File: config.mk
export PLATFORM = sky130hd
export DESIGN_NAME = branch_predict_unit
export DESIGN_NICKNAME = d
export VERILOG_FILES = /design/src/rtl/branch_pkg.sv /design/src/rtl/branch_predict_unit_sat_counter2.sv /design/src/rtl/branch_predict_unit.sv
export SDC_FILE = /design/constraint.sdc
export NUM_CORES = 2
export LEC_CHECK = 0
export BUFFER_PORTS_ARGS = -buffer_cell sky130_fd_sc_hd__buf_2
export CORE_ASPECT_RATIO = 1.25
export CORE_MARGIN = 1.5
export CORE_UTILIZATION = 30
export DETAILED_ROUTE_END_ITERATION = 10
export GPL_TIMING_DRIVEN = 0
export REMOVE_ABC_BUFFERS = 1
export SLEW_MARGIN = 20
export SYNTH_ARGS = -nofsm -noshare
export SYNTH_HDL_FRONTEND = slang
export SYNTH_HIERARCHICAL = 1
export SYNTH_SLANG_ARGS = --single-unit
export TNS_END_PERCENT = 20
File: constraint.sdc
create_clock -name clk -period 7.2 [get_ports clk]
set_input_delay 1.44 -clock clk [delete_from_list [all_inputs] [get_ports clk]]
set_output_delay 1.44 -clock clk [all_outputs]
set_load 0.05 [all_outputs]
File: src/rtl/branch_pkg.sv
// Shared branch definitions: 2-bit predictor counter states,
// counter alloc/reset values and conditional-branch funct3 codes.
package branch_pkg;

  typedef enum logic [1:0] {
    SNT = 2'b00,
    WNT = 2'b01,
    WT  = 2'b10,
    ST  = 2'b11
  } ctr_e;

  localparam ctr_e CTR_ALLOC = WT;
  localparam ctr_e CTR_RESET = WNT;

  localparam logic [2:0] F3_BEQ  = 3'b000;
  localparam logic [2:0] F3_BNE  = 3'b001;
  localparam logic [2:0] F3_BLT  = 3'b100;
  localparam logic [2:0] F3_BGE  = 3'b101;
  localparam logic [2:0] F3_BLTU = 3'b110;
  localparam logic [2:0] F3_BGEU = 3'b111;

endpackage

File: src/rtl/branch_predict_unit_sat_counter2.sv
// 2-bit saturating counter next-state function.
// Ports: ctr_i current state, taken_i outcome, ctr_o next state.
module sat_counter2
  import branch_pkg::*;
(
  input  ctr_e ctr_i,
  input  logic taken_i,
  output ctr_e ctr_o
);

  always_comb begin
    ctr_o = ctr_i;
    unique case (ctr_i)
      SNT: ctr_o = taken_i ? WNT : SNT;
      WNT: ctr_o = taken_i ? WT  : SNT;
      WT:  ctr_o = taken_i ? ST  : WNT;
      ST:  ctr_o = taken_i ? ST  : WT;
      default: ctr_o = ctr_i;
    endcase
  end

endmodule

File: src/rtl/branch_predict_unit.sv
// Fetch-side branch predictor: direct-mapped BTB with 2-bit counters,
// decode-stage resolution -> redirect/flush, branch statistics.
// Ports: if_pc -> pred_taken/pred_target; id_* resolution inputs ->
// redirect/redirect_pc/flush_ifid; branch_cnt/mispred_cnt counters.
module branch_predict_unit
  import branch_pkg::*;
#(
  parameter int IDX_BITS = 4,
  parameter int XLEN     = 32
) (
  input  logic            clk,
  input  logic            rst_n,
  input  logic [XLEN-1:0] if_pc,
  output logic            pred_taken,
  output logic [XLEN-1:0] pred_target,
  input  logic            id_valid,
  input  logic            id_branch,
  input  logic            id_taken,
  input  logic [XLEN-1:0] id_pc,
  input  logic [XLEN-1:0] id_target,
  input  logic            id_pred_taken,
  input  logic [XLEN-1:0] id_pred_target,
  output logic            redirect,
  output logic [XLEN-1:0] redirect_pc,
  output logic            flush_ifid,
  output logic [31:0]     branch_cnt,
  output logic [31:0]     mispred_cnt
);

  localparam int N    = 1 << IDX_BITS;
  localparam int TAGW = XLEN - IDX_BITS - 2;

  logic            valid_q [N];
  logic [TAGW-1:0] tag_q   [N];
  logic [XLEN-1:0] tgt_q   [N];
  ctr_e            ctr_q   [N];

  logic [31:0] branch_cnt_q, branch_cnt_d;
  logic [31:0] mispred_cnt_q, mispred_cnt_d;

  logic [IDX_BITS-1:0] f_idx, u_idx;
  logic [TAGW-1:0]     f_tag, u_tag;
  logic                f_hit, u_hit;
  logic                res, mispred;
  ctr_e                ctr_nxt;

  assign f_idx = if_pc[IDX_BITS+1:2];
  assign f_tag = if_pc[XLEN-1:IDX_BITS+2];
  assign u_idx = id_pc[IDX_BITS+1:2];
  assign u_tag = id_pc[XLEN-1:IDX_BITS+2];

  assign f_hit = valid_q[f_idx] && (tag_q[f_idx] == f_tag);
  assign u_hit = valid_q[u_idx] && (tag_q[u_idx] == u_tag);

  // Fetch lookup reads registered state only; no bypass of a
  // same-cycle update.
  assign pred_taken  = rst_n && f_hit && ctr_q[f_idx][1];
  assign pred_target = pred_taken ? tgt_q[f_idx]
                                  : if_pc + XLEN'(4);

  assign res = id_valid && id_branch;

  // A taken/taken pair still mispredicts if fetch went elsewhere.
  assign mispred = res &&
    ((id_taken != id_pred_taken) ||
     (id_taken && id_pred_taken && (id_target != id_pred_target)));

  assign redirect    = rst_n && mispred;
  assign flush_ifid  = redirect;
  assign redirect_pc = !redirect ? '0
                     : id_taken  ? id_target
                     : id_pc + XLEN'(4);

  sat_counter2 u_ctr (
    .ctr_i   (ctr_q[u_idx]),
    .taken_i (id_taken),
    .ctr_o   (ctr_nxt)
  );

  always_comb begin
    branch_cnt_d  = branch_cnt_q;
    mispred_cnt_d = mispred_cnt_q;
    if (res)     branch_cnt_d  = branch_cnt_q + 32'd1;
    if (mispred) mispred_cnt_d = mispred_cnt_q + 32'd1;
  end

  always_ff @(posedge clk or negedge rst_n) begin
    if (!rst_n) begin
      for (int i = 0; i < N; i++) begin
        valid_q[i] <= 1'b0;
        tag_q[i]   <= '0;
        tgt_q[i]   <= '0;
        ctr_q[i]   <= CTR_RESET;
      end
      branch_cnt_q  <= '0;
      mispred_cnt_q <= '0;
    end else begin
      branch_cnt_q  <= branch_cnt_d;
      mispred_cnt_q <= mispred_cnt_d;
      if (res) begin
        if (u_hit) begin
          ctr_q[u_idx] <= ctr_nxt;
          if (id_taken) tgt_q[u_idx] <= id_target;
        end else if (id_taken) begin
          valid_q[u_idx] <= 1'b1;
          tag_q[u_idx]   <= u_tag;
          tgt_q[u_idx]   <= id_target;
          ctr_q[u_idx]   <= CTR_ALLOC;
        end
      end
    end
  end

  assign branch_cnt  = branch_cnt_q;
  assign mispred_cnt = mispred_cnt_q;

endmodule

### Word level (Yosys, flattened, before mapping)

Cells that the tools add are included.

| cells by class | value |
|---|---|
| add/sub/neg operators | 4 |
| $mul | 0 |
| div/mod/pow operators | 0 |
| order comparisons | 3 |
| eq/ne operators | 7 |
| shifts and indexed selects | 0 |
| muxes and demuxes | 42 |
| bitwise gates (word level) | 7 |
| reduce and logical (&&, ||, !) cells | 16 |

Operator list:

| operator | count |
|---|---|
| $bwmux W512 | 1 |
| $bwmux W416 | 1 |
| $mux W32 | 8 |
| $bmux W26 S4 | 2 |
| $mux W26 | 5 |
| $bmux W32 S4 | 1 |
| $demux W32 S4 | 1 |
| $demux W26 S4 | 1 |
| $add A32 B1 Y32 const B | 2 |
| $add A32 B3 Y32 const B | 2 |
| $eq A26 B26 Y1 | 2 |
| $bwmux W32 | 1 |
| $ne A32 B32 Y1 | 1 |
| $or A16 B16 Y16 | 2 |
| $and A16 B16 Y16 | 1 |
| $bmux W2 S4 | 2 |
| $not A16 Y16 | 1 |
| $mux W2 | 7 |
| $ge A5 B5 Y1 const B | 2 |
| $logic_and A1 B1 Y1 | 10 |
| $not A4 Y5 | 2 |
| $bmux W1 S4 | 2 |
| $demux W2 S4 | 1 |
| $pmux W2 S4 | 1 |
| 12 further kinds | 20 |

| word-level totals | value |
|---|---|
| register bits | 1040 |
| latch bits | 0 |
| bits in writable memories | 0 |
| bits in read-only memories | 0 |
| input bits | 134 |
| output and inout port bits | 131 |
| word-level logic and storage cells | 145 |
| memories kept | 0 |

### Logic depth before layout (Yosys ltp)

| depth | value |
|---|---|
| word-level depth | 9 |
| gate-level depth with buffers | 16 |
| gate-level depth less buffers | 8 |

### By module

The synthesis kept the hierarchy.

By module, submodules not included:

| module | instances | cells an instance | area an instance (um^2) | sequential area each (um^2) |
|---|---|---|---|---|
| branch_predict_unit | 1 | 3816 | 54588.6 | 26045.0 |
| sat_counter2 | 1 | 3 | 26.3 | 0.0 |

### Worst setup path before layout

OpenSTA, ideal clock, no wires.

| timing path | value |
|---|---|
| path kind | in2out |
| start | input if_pc[2] |
| end | output pred_taken |
| arrival time | 5.521 ns |
| required time | 5.760 ns |
| setup slack | 0.239 ns |
| stages on the path | 10 |
| buffers on the path | 4 |
| cell sequence | buf_2 -> buf_4 -> buf_2 -> buf_2 -> mux4_2 -> mux4_2 -> xnor2_1 -> nand4_1 -> or2_2 -> nor4_1 |

| on the way | value |
|---|---|
| word-level cells in the longest chain between the ends | 8 |
| elaborated cells on any way between the ends | 14 |
| those cells by class | eq/ne (1); mux (9); bitwise (1); reduce/logical (3) |

RTL lines:

| item | line | text |
|---|---|---|
| start, declared | branch_predict_unit.sv:13 | `input logic [XLEN-1:0] if_pc,` |
| $not A4 Y5 (not written as such) * | branch_predict_unit.sv:52, branch_predict_unit.sv:57 |  |
| $bmux W26 S4 | branch_predict_unit.sv:52 | `assign f_hit = valid_q[f_idx] && (tag_q[f_idx] == f_tag);` |
| $mux W26 (not written as such) (2 in a row) | branch_predict_unit.sv:52 |  |
| $eq A26 B26 Y1 | branch_predict_unit.sv:52 |  |
| $logic_and A1 B1 Y1 | branch_predict_unit.sv:52 |  |
| $logic_and A1 B1 Y1 | branch_predict_unit.sv:57 | `assign pred_taken = rst_n && f_hit && ctr_q[f_idx][1];` |
| $logic_and A1 B1 Y1 * | branch_predict_unit.sv:57 |  |
| end, declared | branch_predict_unit.sv:14 | `output logic pred_taken,` |

Every way passes the cells marked *; elsewhere a longest branch is shown, timed or not. The select of a mux whose other input is x is not followed.

### Worst setup path after layout

| timing path | value |
|---|---|
| start | input if_pc[2] |
| end | output pred_target[10] |

| on the way | value |
|---|---|
| word-level cells in the longest chain between the ends | 9 |
| elaborated cells on any way between the ends | 19 |
| those cells by class | add/sub (1); eq/ne (1); mux (13); bitwise (1); reduce/logical (3) |

RTL lines:

| item | line | text |
|---|---|---|
| $not A4 Y5 (not written as such) | branch_predict_unit.sv:52, branch_predict_unit.sv:57, branch_predict_unit.sv:58 |  |
| $bmux W26 S4 | branch_predict_unit.sv:52 |  |
| $mux W26 (not written as such) (2 in a row) | branch_predict_unit.sv:52 |  |
| $eq A26 B26 Y1 | branch_predict_unit.sv:52 |  |
| $logic_and A1 B1 Y1 | branch_predict_unit.sv:52 |  |
| $logic_and A1 B1 Y1 (2 in a row) | branch_predict_unit.sv:57 |  |
| $mux W32 * | branch_predict_unit.sv:58 | `assign pred_target = pred_taken ? tgt_q[f_idx]` |
| end, declared | branch_predict_unit.sv:15 | `output logic [XLEN-1:0] pred_target,` |

Marked as above.

==> metrics <==
Total Wirelength=between 150 and 200 mm; Pins Over Slew Limit=0; critical path's most frequent cell=buf_16; DRC violations left=0; most used flip-flop cell after synthesis=dfrtp_1; worst min path class=reg -> reg; drt via density=between 5 and 6; Synth async-reset ratio=100%; Worst path slowest cell=mux4_2; run status=finished clean; Root Driver=clkbuf_16; Synth Cell Area=54,600 um2; GRT overflow=0; Worst Max-Slew Pin Slew=between 0.9 and 1 ns; total number of vias=between 30k and 40k; unrepaired setup endpoints after global routing=true; Worst Skew=between 0.08 and 0.09 ns; drt first pass iters=5; Die Ht=roughly 480 um; post-synthesis register bit count=between 1k and 1.5k; NumNets Final=between 4k and 5k; RD Place Congestion=0.882; max frequency=roughly 0.14 GHz; unique cell type count in the Yosys netlist=77; critical path data required time=around 5.8 ns; fin crit share=between 90% and 100%; Setup violations, final=0; Initial Utilization=a little under a third; clk slew on worst S/H paths=around 0.060 ns; initial antenna violation count=34; I/O Buffers=264; # rows=about 170; initial DRC count=~3.2k; Worst Setup Start Kind=primary input; Clock Latency Late Sink=roughly 0.8 ns; placed inst area=a little under 60,000 um2; number of max-cap violations=0; # IOs=265; crit path cell chain=buf_12 -> buf_16 -> buf_16 -> buf_16 -> mux4_2 -> mux4_2 -> xnor2_1 -> nand3_1 -> or4_1 -> or4_4 -> buf_16 -> mux2_1 -> buf_2; antenna-violating nets left=0; final total negative setup slack=0 ns; CTS tree=yes; sequential share of the synthesized area=between 40% and 50%; core area=180,000 um2; largest net degree at the start of global routing=137; Reg area=around 26,000 um2; die width=between 300 and 400 um; max_slew headroom=around 34%; first-pass GRT wire length=254 mm; area delta synth->final=16.7%; commonest non-fill, non-tap cell in the layout=dfrtp_1; critical path peak fanout=32; hold violation total from the final report=0; Lkg Pwr=approximately 28 nW; Synthesis Warnings=6; htree depth=3; share of layout cells above drive strength 1=about half; CTS buffer count=between 100 and 150; DP Wirelength=~120 mm; Final Cell Area=63,800 um2; Mean Syn Cell Area=approximately 14 um2; r2r setup slk=between 2 and 3 ns; Buf/Inv on CP=6; power density over the cells=~240 nW/um2; Worst path max stage delay=between 0.5 and 0.6 ns; gr usage total=between 10% and 20%; clk buf depth=3; crit path DAT=5.72 ns; vias in the first global route=roughly 36k; die area=roughly 180,000 um2; multi-input logic area=27,000 um2; Final Critical Period=between 7 and 8 ns; Post-synth EDFFs=0; CP Class=in -> out; most frequent cells in the layout=dfrtp_1 (1,024), mux2_2 (929), mux4_2 (396), buf_2 (253), xnor2_1 (141); Setup crit end kind=output port; post-synthesis cell count=around 3.8k; Top delay family on crit path=multiplexers; TritonCTS Sinks=between 1k and 1.5k; Fillers=between 15k and 20k; maximum vdd drop=approximately 0.0002 V; Avg WL per Cell=27.3 um
logic make-up after synthesis:
group / synth area share, %
AO/OA/AOI/OAI: 2.89
XOR/XNOR: 3.22
adder cells (fa/ha/maj): 0.225
buffers and inverters: 3.32
flip-flops: 47.7
multiplexers: 37.8
AND/OR/NAND/NOR: 4.83
cells in the mapped netlist, drive strengths merged, types with 26 or more instances:
cell	number	area share, %
dfrtp	1024	47
mux2	968	20
mux4	396	16
clkbuf	232	1.6
xnor2	145	2.3
nand2	133	0.91
buf	129	1.5
nor2	121	0.83
mux2i	72	1.3
a21oi	67	0.85
nand3	61	0.56
xor2	56	0.90
a211oi	41	0.56
nand4	40	0.46
and3	33	0.38
o21ai	28	0.26
inv	26	0.18
path summary, 6_finish.rpt:
kind / start / endpoint / cells past startpoint
max in group asynchronous: rst_n / tgt_q[367] / 7
worst max register to register: tag_q[112] / tag_q[384] / 14
min in group asynchronous: rst_n / branch_cnt[11] / 1
worst min register to register: mispred_cnt[31] / mispred_cnt[31] / 1
worst min-delay path: mispred_cnt[31] / mispred_cnt[31] / 1
worst max-delay path: if_pc[2] / pred_target[10] / 13
routing by layer:
layer	share of wire [%]	vias up	track usage (%)
li1	-	14500	-
met1	42	18900	24.9
met2	47	1297	29.5
met3	7.9	337	4.79
met4	3.2	36	6.35
met5	0.13	-	0
stage by stage:
step | worst slack (ns) | hold slack [ns] | utilization (%) | power, W | std cells
2_1_floorplan | 0.241 | 0.457 | - | 0.00874 | 3458
3_3_place_gp | -25.01 | 0.454 | 31.7 | 0.00975 | 6098
3_5_place_dp | -0.691 | 0.461 | 33.1 | 0.00983 | 6190
4_1_cts | 0.0657 | 0.472 | 35.3 | 0.0157 | 6394
5_1_grt | -0.0144 | 0.490 | 35.4 | 0.0162 | 6396
6_report | 0.0421 | 0.472 | 35.4 | 0.0156 | 6398
power breakdown:
group / internal [W] / switching [W]
Clock: 0.00331 / 0.00251
Sequential: 0.00659 / 0.000467
Combinational: 0.00142 / 0.00130
Total: 0.0113 / 0.00427
timing repair:
item	in CTS	in global routing
pin swaps	0	0
hold buffers	0	0
setup buffers	3	0
gates resized for setup	6	5
setup endpoints to repair	32	6
gates cloned	9	0
cell type report:
cell class,count,share of cell area (%)
Inverter,27,0.159
Antenna cell,4,0.0157
Timing Repair Buffer,368,6.18
Clock inverter,40,0.979
Tap cell,2376,4.66
Multi-Input combinational cell,2391,42.3
Clock buffer,152,4.80
Sequential cell,1040,40.9
flip-flops by register name, summed over array words and instances, names as in the netlist:
register / flops
tgt_q: 512
tag_q: 416
branch_cnt: 32
ctr_q: 32
mispred_cnt: 32
valid_q: 16
Note: power is estimated with default switching activity, not from simulation.
